===== src/rtl/axis_width_pkg.sv =====
// Shared types and helpers for the AXI-Stream down-sizing width converter.
//
// Contents:
//   state_e     - converter occupancy state (StEmpty / StBusy).
//   MaxKeepBits - widest tkeep vector last_slice() can scan.
//   last_slice  - index of the highest output slice that holds any enabled byte.
package axis_width_pkg;

  // Upper bound on input beat width, in bytes, for the trimming helper.
  localparam int unsigned MaxKeepBits = 128;

  typedef enum logic {
    StEmpty,
    StBusy
  } state_e;

  // Returns the index of the highest slice (slice_bytes wide, r slices in total)
  // with at least one set keep bit. An all-zero keep yields slice 0, so a
  // packet end is never dropped.
  function automatic int unsigned last_slice(input logic [MaxKeepBits-1:0] keep,
                                             input int unsigned            r,
                                             input int unsigned            slice_bytes);
    int unsigned last;
    last = 0;
    for (int unsigned b = 0; b < MaxKeepBits; b++) begin
      if ((b < r * slice_bytes) && keep[b]) begin
        last = b / slice_bytes;
      end
    end
    return last;
  endfunction

endpackage


===== src/rtl/axis_width_down.sv =====
// AXI-Stream down-sizing width converter.
//
// Each accepted AXIS_I_BYTES-wide input beat is held in a single register and
// replayed as R = AXIS_I_BYTES/AXIS_O_BYTES output beats, least-significant
// slice first. tuser is repeated on every slice; tlast appears only on the final
// slice of a beat that carried tlast. When the final slice is taken and a new
// input beat is waiting, the new beat is loaded in the same cycle, so the
// output runs at one beat per cycle with no bubble.
//
// Build option:
//   AXIS_WIDTH_DOWN_TRIM_EN - on a tlast beat, stop after the highest slice that
//   holds any set tkeep bit (slice 0 if tkeep is all zero). Without it, every
//   input beat always yields exactly R output beats.
//
// Ports:
//   clk, sresetn     - clock; synchronous active-low reset.
//   axis_i_*         - wide input stream (tready, tvalid, tlast, tkeep, tdata, tuser).
//   axis_o_*         - narrow output stream (tready, tvalid, tlast, tkeep, tdata, tuser).
module axis_width_down
  import axis_width_pkg::*;
#(
  parameter int unsigned AXIS_I_BYTES   = 4,
  parameter int unsigned AXIS_O_BYTES   = 1,
  parameter int unsigned AXIS_USER_BITS = 1
) (
  input  logic                        clk,
  input  logic                        sresetn,

  output logic                        axis_i_tready,
  input  logic                        axis_i_tvalid,
  input  logic                        axis_i_tlast,
  input  logic [AXIS_I_BYTES-1:0]     axis_i_tkeep,
  input  logic [8*AXIS_I_BYTES-1:0]   axis_i_tdata,
  input  logic [AXIS_USER_BITS-1:0]   axis_i_tuser,

  input  logic                        axis_o_tready,
  output logic                        axis_o_tvalid,
  output logic                        axis_o_tlast,
  output logic [AXIS_O_BYTES-1:0]     axis_o_tkeep,
  output logic [8*AXIS_O_BYTES-1:0]   axis_o_tdata,
  output logic [AXIS_USER_BITS-1:0]   axis_o_tuser
);

  localparam int unsigned R       = AXIS_I_BYTES / AXIS_O_BYTES;
  localparam int unsigned IdxW    = (R > 1) ? $clog2(R) : 1;
  localparam int unsigned IDataW  = 8 * AXIS_I_BYTES;
  localparam int unsigned ODataW  = 8 * AXIS_O_BYTES;
  localparam logic [IdxW-1:0] FinFull = IdxW'(R - 1);

  // Elaboration-time parameter checks.
  if ((AXIS_I_BYTES % AXIS_O_BYTES) != 0) begin : g_err_multiple
    $error("axis_width_down: AXIS_I_BYTES must be a multiple of AXIS_O_BYTES");
  end
  if (R < 1) begin : g_err_ratio
    $error("axis_width_down: AXIS_I_BYTES/AXIS_O_BYTES must be at least 1");
  end
`ifdef AXIS_WIDTH_DOWN_TRIM_EN
  if (AXIS_I_BYTES > MaxKeepBits) begin : g_err_keep_width
    $error("axis_width_down: AXIS_I_BYTES exceeds the trimming helper width");
  end
`endif

  // ---------------------------------------------------------------------------
  // State and storage
  // ---------------------------------------------------------------------------
  state_e                       state_q, state_d;
  logic   [IdxW-1:0]            idx_q, idx_d;
  logic   [IdxW-1:0]            fin_q, fin_d;
  logic   [IDataW-1:0]          data_q, data_d;
  logic   [AXIS_I_BYTES-1:0]    keep_q, keep_d;
  logic   [AXIS_USER_BITS-1:0]  user_q, user_d;
  logic                         last_q, last_d;

  logic slice_last;
  logic in_hs;
  logic out_hs;

  assign slice_last = (idx_q == fin_q);
  assign in_hs      = axis_i_tvalid && axis_i_tready;
  assign out_hs     = axis_o_tvalid && axis_o_tready;

`ifdef AXIS_WIDTH_DOWN_TRIM_EN
  logic [MaxKeepBits-1:0] keep_ext;

  always_comb begin
    keep_ext                    = '0;
    keep_ext[AXIS_I_BYTES-1:0]  = axis_i_tkeep;
  end
`endif

  // ---------------------------------------------------------------------------
  // FSM: state register
  // ---------------------------------------------------------------------------
  always_ff @(posedge clk) begin
    if (!sresetn) begin
      state_q <= StEmpty;
    end else begin
      state_q <= state_d;
    end
  end

  // ---------------------------------------------------------------------------
  // FSM: next state
  // ---------------------------------------------------------------------------
  always_comb begin
    state_d = state_q;
    unique case (state_q)
      StEmpty: begin
        if (in_hs) begin
          state_d = StBusy;
        end
      end
      StBusy: begin
        // Final slice leaving with nothing waiting upstream drains the register;
        // if a beat is waiting it is loaded in the same cycle and we stay busy.
        if (out_hs && slice_last && !axis_i_tvalid) begin
          state_d = StEmpty;
        end
      end
      default: state_d = StEmpty;
    endcase
  end

  // ---------------------------------------------------------------------------
  // FSM: outputs
  // ---------------------------------------------------------------------------
  always_comb begin
    axis_o_tvalid = (state_q == StBusy);
    axis_i_tready = (state_q == StEmpty) || (axis_o_tready && slice_last);
    axis_o_tlast  = last_q && slice_last;
    axis_o_tuser  = user_q;
    axis_o_tdata  = '0;
    axis_o_tkeep  = '0;
    for (int unsigned i = 0; i < R; i++) begin
      if (idx_q == IdxW'(i)) begin
        axis_o_tdata = data_q[i*ODataW +: ODataW];
        axis_o_tkeep = keep_q[i*AXIS_O_BYTES +: AXIS_O_BYTES];
      end
    end
  end

  // ---------------------------------------------------------------------------
  // Slice index, final-slice index and holding register
  // ---------------------------------------------------------------------------
  always_comb begin
    idx_d  = idx_q;
    fin_d  = fin_q;
    data_d = data_q;
    keep_d = keep_q;
    user_d = user_q;
    last_d = last_q;
    if (in_hs) begin
      data_d = axis_i_tdata;
      keep_d = axis_i_tkeep;
      user_d = axis_i_tuser;
      last_d = axis_i_tlast;
      idx_d  = '0;
      fin_d  = FinFull;
`ifdef AXIS_WIDTH_DOWN_TRIM_EN
      if (axis_i_tlast) begin
        fin_d = IdxW'(last_slice(keep_ext, R, AXIS_O_BYTES));
      end
`endif
    end else if (out_hs && !slice_last) begin
      idx_d = idx_q + 1'b1;
    end
  end

  always_ff @(posedge clk) begin
    if (!sresetn) begin
      idx_q <= '0;
      fin_q <= '0;
    end else begin
      idx_q <= idx_d;
      fin_q <= fin_d;
    end
  end

  // Payload needs no reset: it is only observed while the FSM is busy.
  always_ff @(posedge clk) begin
    data_q <= data_d;
    keep_q <= keep_d;
    user_q <= user_d;
    last_q <= last_d;
  end

endmodule


===== config.mk =====
export PLATFORM = sky130hd
export DESIGN_NAME = axis_width_down
export DESIGN_NICKNAME = d
export VERILOG_FILES = /design/src/rtl/axis_width_pkg.sv /design/src/rtl/axis_width_down.sv
export SDC_FILE = /design/constraint.sdc
export NUM_CORES = 1
export LEC_CHECK = 0
export CORE_ASPECT_RATIO = 1.25
export CORE_MARGIN = 2
export CORE_UTILIZATION = 49
export CTS_CLUSTER_DIAMETER = 80
export DETAILED_ROUTE_END_ITERATION = 8
export PLACE_DENSITY = 0.84
export SYNTH_ARGS = -nofsm -noshare
export SYNTH_HDL_FRONTEND = slang
export SYNTH_SLANG_ARGS = --single-unit

===== constraint.sdc =====
create_clock -name clk -period 5 [get_ports clk]
set_clock_uncertainty 0.2 [all_clocks]
set_input_delay 1 -clock clk [delete_from_list [all_inputs] [get_ports clk]]
set_output_delay 1 -clock clk [all_outputs]
set_load 0.02 [all_outputs]

After elaboration in Yosys (flattened, before gate mapping)
Index checks and enable logic that the tools add are counted.
W data, S select, Z words.

cells by class
  $add $sub $neg = 1
  equality and inequality tests = 4
  mux-type cells = 11
  bitwise logic cells = 2
  reduce and logical (&&, ||, !) cells = 12

operators by type and width
  cell                   number
  $mux W8                4
  $logic_and A1 B1 Y1    7
  $mux W1                6
  $eq A2 B2 Y1 const B   2
  $add A2 B1 Y2 const B  1
  $eq A2 B1 Y1 const B   1
  $eq A2 B2 Y1           1
  $logic_not A1 Y1       2
  $logic_not A2 Y1       1
  $not A1 Y1             2
  $pmux W1 S2            1
  $reduce_or A2 Y1       1
  $logic_or A1 B1 Y1     1

storage, ports and cells
  register bits after elaboration = 42
  input port bits = 42
  output and inout bits = 13
  word-level logic and storage cells = 37

Longest topological paths before layout
  word-level depth = 6
  mapped depth = 7
  mapped depth without buffers = 5

Worst setup path before layout
No wires, ideal clock.

  path kind = flip-flop to output port
  start point = register idx_q[1]
  end point = output axis_o_tdata[0]
  arrival = 1.739 ns
  data required time = 3.800 ns
  setup slack = 2.061 ns
  stages on the path, launching flop included = 7
  path buffers = 1
  path through = dfxtp_1 -> inv_1 -> ha_1 -> nor2b_1 -> clkbuf_1 -> a221oi_1 -> o31ai_1

on the way
  cells in the longest elaborated chain, start to end = 5
  elaborated cells between the ends (all ways) = 8
  those cells by class = eq/ne (3); mux (4); reduce/logical (1)

ends and longest elaborated chain
  element                 RTL line                RTL
  from (decl)             axis_width_down.sv:67   logic [IdxW-1:0] idx_q, idx_d;
  from (signal assigned)  axis_width_down.sv:174  idx_q <= idx_d;
  $logic_not A2 Y1        axis_width_down.sv:135  if (idx_q == IdxW'(i)) begin
  $mux W8 (3 in series)   axis_width_down.sv:135
  $mux W8 (*)             axis_width_down.sv:135
  to (decl)               axis_width_down.sv:40   output logic [8*AXIS_O_BYTES-1:0] axis_o_tdata,

Mark *: on every way between the ends. The rest lies on a longest branch, timed or not.

Worst setup path in the final report
  start point = register idx_q[1]
  end point = output axis_o_tdata[2]

Same word-level chain as after synthesis.

==> impl_results.md <==
* Vias in the first global route at 1210
* Gr ovfl total at 0
* Routed WL at 3.50 mm
* Synth Area in Compound Gates at 14.3%
* Gate Count Post-Synth at 117
* Tmin final at 4.15 ns
* Post-synthesis sequential area ratio at 70.3%
* Post-CTS Resized at 0
* P_leak at 0.000814 µW
* Final period util at 83.0%
* Synth Flop Type: edfxtp_1
* Max-slew violations at 0
* Worst EP required at 3.80 ns
* Largest net degree at the start of global routing at 22
* Area growth syn-to-layout at 37.6%
* Post-layout instance area at 0.00239 mm²
* Setup violators final at 0
* Vias/cell at 5.52
* CP max stage delay at 0.66 ns
* FP Rows at 24
* Port Buffer Count at 54
* Fmax at 241 MHz
* Die height at 70.6 µm
* Status: complete, no violations
* HP Class: reg -> reg
* Io pins at 55
* Commonest non-fill, non-tap cell in the layout: clkdlybuf4s50_1
* Worst-Skew Late Latency at 0.28 ns
* Total CTS buffers at 5
* Root Driver: clkbuf_8
* Adder-cell share of the synthesized area at 2.88%
* Syn Nets at 163
* Gr usage total at 18.8%
* Routed Antenna Nets at 0
* Initial core utilization at 50.3%
* Yosys warnings at 0
* Most frequent cells in the layout: 54 x clkdlybuf4s50_1, 38 x edfxtp_1, 11 x nand2_1
* Drt first pass iters at 4
* RePlAce Congestion at 0.700
* Max_slew headroom at 55.7%
* Largest family of logic cells by synthesized area: compound AO/OA/AOI/OAI gates
* Layout cells sized above 1 at 8.62%
* First-pass GRT wire length at 5.57 mm
* H-tree depth at 2
* Post-synth EDFFs at 38
* Number of max-cap violations at 0
* Post-synthesis register bit count at 42
* Core Region at 0.00345 mm²
* Synth Area in XOR/XNOR at 0%
* Drt wl/cell at 16.5 µm
* Die width at 57.3 µm
* R2R Setup Slk at 2.52 ns
* Mapped Area at 0.00174 mm²
* Worst ir drop on vdd at 0.252 mV
* DIE AREA at 0.00404 mm²
* CTS clk-pin slew, worst paths at 0.07 ns
* Initial antenna violation count at 0
* Hpwl dp at 2.55 mm
* Clock Path Buffers at 2
* Setup TNS at 0 ns
* Endpoints failing hold at 0
* Post-synthesis mux area share at 0%
* Data arrival, critical path at 2.95 ns
* ANT cells at 0
* Yosys cell types at 26
* Worst Path Max Fanout at 11
* Initial DRC count at 73
* CP endpoint kind: output pin
* Simple-Gate Fraction of Synth Area at 9.73%
* CTS sink cnt at 42
* Routed vias at 1175
* FFs w/ async S/R, synth at 0%
* Crit-path cells: inv_1 > ha_1 > nor2b_1 > a221oi_1 > o31ai_1 > clkdlybuf4s50_1
* Residual DRC at 0
* Setup repair bufs after CTS at 0
* # nets final at 219
* CTS Hold Bufs at 0
* Startpoint Class: flop
* Worst-Margin Slew at 0.665 ns
* Worst path slowest cell: clkdlybuf4s50_1
* RSZ-0062 raised after global routing: false
* CP Class: reg -> out
* CTS tree: built
* Syn avg cell area at 14.8 µm²
* Pwr dens at 298 mW/mm²
* Cell Area, Placed at 0.00230 mm²
==> final timing paths <==
path / to / cells after the start / start
setup / recovery: axis_o_tdata[2] / 6 / idx_q[1]
hold / removal: idx_q[0] / 2 / fin_q[0]
hold reg to reg: idx_q[0] / 2 / fin_q[0]
setup reg to reg: data_q[23] / 3 / idx_q[1]
==> layer usage <==
layer	global-route usage [%]	vias up	wire length, µm
li1	-	566	-
met1	21.2	555	1330
met2	32.7	48	1890
met3	5.30	6	215
met4	8.53	0	74
met5	0	-	0
==> sequential cells by signal (all words and copies together) (netlist names) <==
register and flops:
idx_q 2, fin_q 1, axis_o_tvalid 1, keep_q 4
last_q 1, data_q 32, axis_o_tuser 1
==> report_power, final <==
part	internal [µW]	switching, µW
clock network	98.3	107
logic	53.3	36.9
registers	408	8.10
total	559	152
==> area by class of cell <==
class | instances | area [µm²]
clock buffers | 6 | 72.6
clock inverters | 2 | 13.8
fillers | 249 | 1060
inverters | 5 | 18.8
multi-input cells | 64 | 467
flip-flops and latches | 42 | 1220
well taps | 39 | 48.8
repair buffers | 55 | 548
==> cell families (layout without fill, tap and decap cells) <==
| group | count (synthesis) | in the layout |
|---|---|---|
| AOI/OAI and AO/OA | 31 | 31 |
| DFF | 42 | 42 |
| and+or+nand+nor | 29 | 29 |
| buffers and inverters | 11 | 68 |
| adders and majority gates | 4 | 4 |
==> through the flow <==
| stage | util [%] | setup WS [ns] | hold slack, ns | total power (µW) | std cells |
|---|---|---|---|---|---|
| 2_1_floorplan | - | 2.06 | 0.320 | 458 | 117 |
| 6_report | 69.2 | 0.849 | 0.376 | 711 | 213 |
| 3_5_place_dp | 66.7 | 1.01 | 0.361 | 515 | 205 |
| 4_1_cts | 69.2 | 0.829 | 0.370 | 722 | 213 |
| 3_3_place_gp | 66.7 | 1.05 | 0.343 | 511 | 205 |
| 5_1_grt | 69.2 | 0.652 | 0.424 | 741 | 213 |
==> cell usage after synthesis (2+ instances only) <==
| cell | number | area share (%) |
|---|---|---|
| nand3_1 | 3 | 0.86 |
| a21boi_0 | 2 | 0.86 |
| o31ai_1 | 8 | 3.5 |
| a221oi_1 | 8 | 4.0 |
| nor2b_1 | 9 | 3.2 |
| and3b_2 | 2 | 1.2 |
| inv_1 | 5 | 1.1 |
| nand2_1 | 11 | 2.4 |
| o21ai_0 | 3 | 0.86 |
| ha_1 | 4 | 2.9 |
| a21oi_1 | 3 | 0.86 |
| dfxtp_1 | 4 | 4.6 |
| edfxtp_1 | 38 | 66 |
| clkbuf_1 | 5 | 1.1 |
==> worst max-delay path, delay by kind of cell (launching register included) <==
family	cells	cell delay [ns]
buffers and inverters	2	0.77
adders and majority gates	1	0.35
and+or+nand+nor	1	0.59
AOI/OAI and AO/OA	2	0.45
DFF	1	0.51
No activity file was read; power rests on OpenSTA's default activity.
